File: src/rtl/adc_valid_strobe_pkg.sv
// Shared types and default sizes for the adc_valid_strobe sample qualifier.
// Contents:
//   state_e       per-channel FSM states (idle, acknowledge, wait for valid low)
//   NchDefault    default channel count (I and Q)
//   DataWDefault  default ADC sample width
//   CntWDefault   default decimation factor/counter width
package adc_valid_strobe_pkg;

  typedef enum logic [1:0] {
    StIdle = 2'd0,
    StAck  = 2'd1,
    StWait = 2'd2
  } state_e;

  localparam int unsigned NchDefault   = 2;
  localparam int unsigned DataWDefault = 12;
  localparam int unsigned CntWDefault  = 8;

endpackage

File: src/rtl/adc_valid_strobe_chan.sv
// One channel of the ADC sample qualifier: detects a new sample on the adc_valid level, pulses
// adc_ready for one cycle, captures the data, decimates, and holds the result on a valid/ready
// output with a sticky overrun flag for dropped decimated samples.
// Optional build macro: ADC_VALID_STROBE_SYNC_EN adds a 2-flop synchronizer on adc_valid_i.
// Ports:
//   clk_i          system clock
//   reset_i        asynchronous active-high reset
//   decim_i        effective decimation factor D (already forced to >= 1)
//   adc_valid_i    sample-present level from the ADC
//   adc_data_i     ADC sample
//   adc_ready_o    one-cycle acknowledge per accepted sample
//   out_valid_o    decimated sample available
//   out_data_o     decimated sample
//   out_ready_i    downstream accept
//   overrun_o      sticky: a decimated sample was dropped
//   overrun_clr_i  synchronous clear of overrun_o
module adc_valid_strobe_chan
  import adc_valid_strobe_pkg::*;
#(
  parameter int unsigned DATA_W = DataWDefault,
  parameter int unsigned CNT_W  = CntWDefault
) (
  input  logic              clk_i,
  input  logic              reset_i,
  input  logic [CNT_W-1:0]  decim_i,
  input  logic              adc_valid_i,
  input  logic [DATA_W-1:0] adc_data_i,
  output logic              adc_ready_o,
  output logic              out_valid_o,
  output logic [DATA_W-1:0] out_data_o,
  input  logic              out_ready_i,
  output logic              overrun_o,
  input  logic              overrun_clr_i
);

  state_e              state_q;
  logic [DATA_W-1:0]   sample_q;
  logic [CNT_W-1:0]    cnt_q;
  logic                adc_ready_q;
  logic                out_valid_q;
  logic [DATA_W-1:0]   out_data_q;
  logic                overrun_q;
  logic                valid_s;

`ifdef ADC_VALID_STROBE_SYNC_EN
  logic [1:0] sync_q;

  always_ff @(posedge clk_i or posedge reset_i) begin
    if (reset_i) begin
      sync_q <= '0;
    end else begin
      sync_q <= {sync_q[0], adc_valid_i};
    end
  end

  assign valid_s = sync_q[1];
`else
  assign valid_s = adc_valid_i;
`endif

  always_ff @(posedge clk_i or posedge reset_i) begin
    if (reset_i) begin
      state_q     <= StIdle;
      sample_q    <= '0;
      cnt_q       <= '0;
      adc_ready_q <= 1'b0;
      out_valid_q <= 1'b0;
      out_data_q  <= '0;
      overrun_q   <= 1'b0;
    end else begin
      adc_ready_q <= 1'b0;
      if (out_valid_q && out_ready_i) begin
        out_valid_q <= 1'b0;
      end
      // Later assignments in the ACK branch override these: emit beats transfer, set beats clear.
      if (overrun_clr_i) begin
        overrun_q <= 1'b0;
      end
      unique case (state_q)
        StIdle: begin
          if (valid_s) begin
            state_q     <= StAck;
            sample_q    <= adc_data_i;
            adc_ready_q <= 1'b1;
          end
        end
        StAck: begin
          state_q <= StWait;
          // >= so that lowering decim_i mid-count emits on the next sample.
          if (cnt_q >= decim_i - CNT_W'(1)) begin
            cnt_q <= '0;
            if (out_valid_q && !out_ready_i) begin
              overrun_q <= 1'b1;
            end else begin
              out_valid_q <= 1'b1;
              out_data_q  <= sample_q;
            end
          end else begin
            cnt_q <= cnt_q + CNT_W'(1);
          end
        end
        StWait: begin
          if (!valid_s) begin
            state_q <= StIdle;
          end
        end
        default: state_q <= StIdle;
      endcase
    end
  end

  assign adc_ready_o = adc_ready_q;
  assign out_valid_o = out_valid_q;
  assign out_data_o  = out_data_q;
  assign overrun_o   = overrun_q;

endmodule

File: src/rtl/adc_valid_strobe.sv
// Multi-channel ADC sample qualifier: NCH independent channels sharing the decimation factor
// and the overrun clear. A cfg_decim_i of 0 is treated as 1.
// Optional build macro: ADC_VALID_STROBE_SYNC_EN (per-channel adc_valid synchronizer).
// Ports:
//   clk_i, reset_i   clock, asynchronous active-high reset
//   cfg_decim_i      decimation factor shared by all channels
//   adc_valid_i      per-channel sample-present level
//   adc_data_i       channel c at [c*DATA_W +: DATA_W]
//   adc_ready_o      per-channel acknowledge pulse
//   out_valid_o      per-channel decimated sample available
//   out_data_o       decimated samples, same packing as adc_data_i
//   out_ready_i      per-channel downstream accept
//   overrun_o        per-channel sticky drop flag
//   overrun_clr_i    clears all overrun bits
module adc_valid_strobe
  import adc_valid_strobe_pkg::*;
#(
  parameter int unsigned NCH    = NchDefault,
  parameter int unsigned DATA_W = DataWDefault,
  parameter int unsigned CNT_W  = CntWDefault
) (
  input  logic                  clk_i,
  input  logic                  reset_i,
  input  logic [CNT_W-1:0]      cfg_decim_i,
  input  logic [NCH-1:0]        adc_valid_i,
  input  logic [NCH*DATA_W-1:0] adc_data_i,
  output logic [NCH-1:0]        adc_ready_o,
  output logic [NCH-1:0]        out_valid_o,
  output logic [NCH*DATA_W-1:0] out_data_o,
  input  logic [NCH-1:0]        out_ready_i,
  output logic [NCH-1:0]        overrun_o,
  input  logic                  overrun_clr_i
);

  logic [CNT_W-1:0] decim_eff;

  assign decim_eff = (cfg_decim_i == '0) ? CNT_W'(1) : cfg_decim_i;

  for (genvar c = 0; c < NCH; c++) begin : g_chan
    adc_valid_strobe_chan #(
      .DATA_W (DATA_W),
      .CNT_W  (CNT_W)
    ) u_chan (
      .clk_i         (clk_i),
      .reset_i       (reset_i),
      .decim_i       (decim_eff),
      .adc_valid_i   (adc_valid_i[c]),
      .adc_data_i    (adc_data_i[c*DATA_W +: DATA_W]),
      .adc_ready_o   (adc_ready_o[c]),
      .out_valid_o   (out_valid_o[c]),
      .out_data_o    (out_data_o[c*DATA_W +: DATA_W]),
      .out_ready_i   (out_ready_i[c]),
      .overrun_o     (overrun_o[c]),
      .overrun_clr_i (overrun_clr_i)
    );
  end

endmodule

File: config.mk
export PLATFORM = sky130hd
export DESIGN_NAME = adc_valid_strobe
export DESIGN_NICKNAME = d
export VERILOG_FILES = /design/src/rtl/adc_valid_strobe_pkg.sv /design/src/rtl/adc_valid_strobe_chan.sv /design/src/rtl/adc_valid_strobe.sv
export SDC_FILE = /design/constraint.sdc
export NUM_CORES = 1
export LEC_CHECK = 0
export ABC_AREA = 1
export BUFFER_PORTS_ARGS = -buffer_cell sky130_fd_sc_hd__buf_4
export CORE_ASPECT_RATIO = 1.25
export CORE_MARGIN = 1
export CORE_UTILIZATION = 54
export DETAILED_ROUTE_END_ITERATION = 8
export GPL_ROUTABILITY_DRIVEN = 0
export PLACE_DENSITY = 0.89
export SYNTH_ARGS = -nofsm -noshare
export SYNTH_HDL_FRONTEND = slang
export SYNTH_SLANG_ARGS = --single-unit
File: constraint.sdc
create_clock -name clk_i -period 3.85 [get_ports clk_i]
set_input_delay 0.1925 -clock clk_i [delete_from_list [all_inputs] [get_ports clk_i]]
set_output_delay 0.1925 -clock clk_i [all_outputs]
set_load 0.05 [all_outputs]
==> run_results.csv <==
group,metric,value,unit
global_routing,overflow,0,
flow_run,maxCapViolCount,0,
drt,wl,7.74,mm
floorplan,num_rows,33,
synth,synth-main-ff-cell,"dfrtp_1",
global_routing,antenna_found_initial,0,
cts,ctsResizeCount,0,
cts,clock_latency,350,ps
synth,synth_warnings,0,
worst_setup_path,path_delay_family,"simple AND/OR/NAND/NOR gates",
finish,nets,550,
drt,drtPass1Iterations,4,
floorplan,die-area,0.00706,mm²
finish,fillCellCount,578,
power_and_ir_drop,swShare,0.449,
synth,synth_edf_count,0,
sta,finalMaxSlewViolations,0,
power_and_ir_drop,total_power,3.46,mW
power_and_ir_drop,peakVddDrop,0.560,mV
cts,cts_buffers,9,
floorplan,initial_core_util,0.556,
cts,htreeDepth,3,
finish,seq_area,0.00185,mm²
global_routing,grt_pass1_vias,2916,
finish,postLayoutCoreUtil,0.668,
drt,wire_per_inst,13.2,µm
synth,ys_types,24,
worst_setup_path,arrival,2540,ps
power_and_ir_drop,cellLeakagePower,2.42,nW
floorplan,die_h,93.7,µm
drt,vias,3017,
worst_setup_path,crit_slowest_cell,"ha_1",
sta,timing.final.crit_share,0.601,
synth,ys_async_sr_fraction,1.00,
placement,hpwl,5.62,mm
global_routing,grt_pass1_wl,12.8,mm
floorplan,core_area,0.00652,mm²
worst_setup_path,worstPathCellList,"buf_4, inv_1, nand2_1, nor2_4, a21oi_1, ha_1, nand3_1, xor2_1, inv_1, ha_1, nand2_1, nand3_1, nand2_2, nand2_4, nand3_2, nand2_1, nand2_1",
floorplan,chipWidth,75.3,µm
synth,synth_top_area_share,0.510,
synth,synth.largest_area_cell,"dfrtp_1",
sta,clock_skew,13.6,ps
worst_setup_path,max_stage_delay,280,ps
sta,relSlewSlack,0.250,
cts,clock-sinks,74,
power_and_ir_drop,seq_power_share,0.387,
placement,portBuffers,68,
synth,yosysMostFrequentCell,"nand2_1",
worst_setup_path,setup.worst_path.class,"input port to flop",
power_and_ir_drop,clockPowerShare,0.176,
drt,viasPerCell,5.15,
sta,setup_tns,0,ps
floorplan,io_pins,69,
min_path,hold_class,"input port to flop",
cts,clk_pin_slew,80,ps
worst_setup_path,critPathLaunchType,"input port",
drt,drc,0,
cts,root_buffer,"clkbuf_8",
synth,seq_area_frac_synth,0.510,
synth,syn-cell-area,0.00363,mm²
cts,post_cts_buffers,0,
drt,final_antenna_net_count,0,
power_and_ir_drop,power.density,794,mW/mm²
cts,cts_tree,"done",
worst_setup_path,cp-end-kind,"flop",
global_routing,grt_usage,0.239,
cts,holdBufCountCts,0,
finish,area_growth,20.1,%
synth,ys_top_cells_by_count,"nand2_1, dfrtp_1, inv_1",
sta,setup_viol,0,
synth,synth_fp_nets,487,
power_and_ir_drop,internal_power,1.91,mW
synth,ys_seq_elements,74,
sta,worst_slew_pin_slew,1120,ps
global_routing,grt_max_degree,55,
synth,synth.avg_cell_area,8.42,µm²
worst_setup_path,required,4070,ps
worst_setup_path,crit_buf_inv,3,
finish,multi_input_area,0.00148,mm²
finish,drive_gt1_frac,0.216,
sta,period_minus_slack,2310,ps
synth,synthTopCellsByArea,"dfrtp_1, nand2_1, ha_1",
sta,fmaxAchievable,0.432,GHz
power_and_ir_drop,combPwrFrac,0.436,
power_and_ir_drop,switchingPower,1.55,mW
status,outcome,"finished clean",
drt,first_iter_violations,156,
sta,hold_viol_final,0,
worst_setup_path,path_common_cell,"nand2_1",
cts,cts_buffer_depth,2,
finish,antennaDiodeCount,0,
synth,synth_cells,431,
sta,rsz0062_at_grt,"no",
worst_setup_path,crit_fanout,15,
==> layout make-up <==
type                       count  area share
timing repair buffer          72       0.124
sequential                    74       0.425
inverter                      47      0.0405
tap                           87      0.0250
multi-input combinational    290       0.339
clock inverter                 5      0.0121
clock buffer                  11      0.0347
==> worst paths after layout <==
check                                        startpoint                             end  slack, ps  depth (start not counted)
setup reg to reg              g_chan[0].u_chan.cnt_q[0]  g_chan[0].u_chan.out_data_o[6]       1750                         17
hold reg to reg            g_chan[0].u_chan.sample_q[6]    g_chan[0].u_chan.sample_q[6]        480                          2
setup / recovery                         cfg_decim_i[5]  g_chan[0].u_chan.out_data_o[6]       1540                         17
max in group asynchronous                       reset_i  g_chan[1].u_chan.out_data_o[5]       2820                          3
min in group asynchronous                       reset_i   g_chan[0].u_chan.sample_q[11]        150                          2
hold / removal                            adc_data_i[1]    g_chan[0].u_chan.sample_q[1]         40                          3
==> per-layer routing <==
layer | up-vias | share of wire | GRT usage
met5 | - | 0 | 0
met4 | 0 | 0.021 | 0.110
met3 | 15 | 0.039 | 0.0376
met2 | 79 | 0.52 | 0.403
met1 | 1439 | 0.42 | 0.297
li1 | 1484 | - | -
==> sequential cells by signal, summed over array words and instances (netlist names) <==
| signal | flops |
|---|---|
| g_chan.u_chan.adc_ready_o | 2 |
| g_chan.u_chan.cnt_q | 16 |
| g_chan.u_chan.out_data_o | 24 |
| g_chan.u_chan.out_valid_o | 2 |
| g_chan.u_chan.overrun_o | 2 |
| g_chan.u_chan.sample_q | 24 |
| g_chan.u_chan.state_q | 4 |
==> power groups by stage <==
stage | Clock [mW] | Sequential, mW | Combinational [mW]
finish | 0.611 | 1.34 | 1.51
global route | 0.650 | 1.37 | 1.67
CTS | 0.618 | 1.34 | 1.52
detailed placement | 0 | 1.35 | 1.52
global placement | 0 | 1.33 | 1.46
floorplan | 0 | 1.68 | 0.741
==> metrics by stage <==
step	hold slack, ps	setup slack, ps	instances	area (µm²)
floorplan	309	1740	431	3630
global placement	393	1310	570	4160
detailed placement	397	1230	570	4160
CTS	39.3	1540	586	4360
global route	47.7	1240	586	4360
finish	44.5	1540	586	4360
==> kinds of logic after synthesis <==
logic type               count (synthesis)  share of synthesized area
buffers and inverters                   67                     0.0824
AO/OA/AOI/OAI                           10                     0.0145
AND/OR/NAND/NOR                        250                      0.303
flip-flops                              74                      0.510
adder cells (fa/ha/maj)                 17                     0.0586
XOR/XNOR                                13                     0.0314
==> worst register-to-register path, cell delays in order (launching register included) <==
cell	delay (ps)
dfrtp_1	360
inv_1	110
ha_1	300
inv_1	40
nand2_1	40
nand2_1	50
nand2_1	50
nand2_1	50
nand2_1	50
nand2_1	40
nand2_1	50
nand2_1	40
nand3_1	70
nand2_2	70
nand2_4	170
nand3_2	260
nand2_1	160
nand2_1	60
==> cells in the final DEF (no fill, tap or decap), drive strengths merged <==
cell / instances
nand3: 17
inv: 47
nand4: 28
nor2: 27
bufinv: 1
clkbuf: 11
nand2: 176
nor4: 2
clkinv: 3
clkinvlp: 1
o21ai: 5
a21oi: 3
buf: 72
xnor2: 2
xor2: 11
dfrtp: 74
o22ai: 2
ha: 17
(Power assumes the default switching activity.)
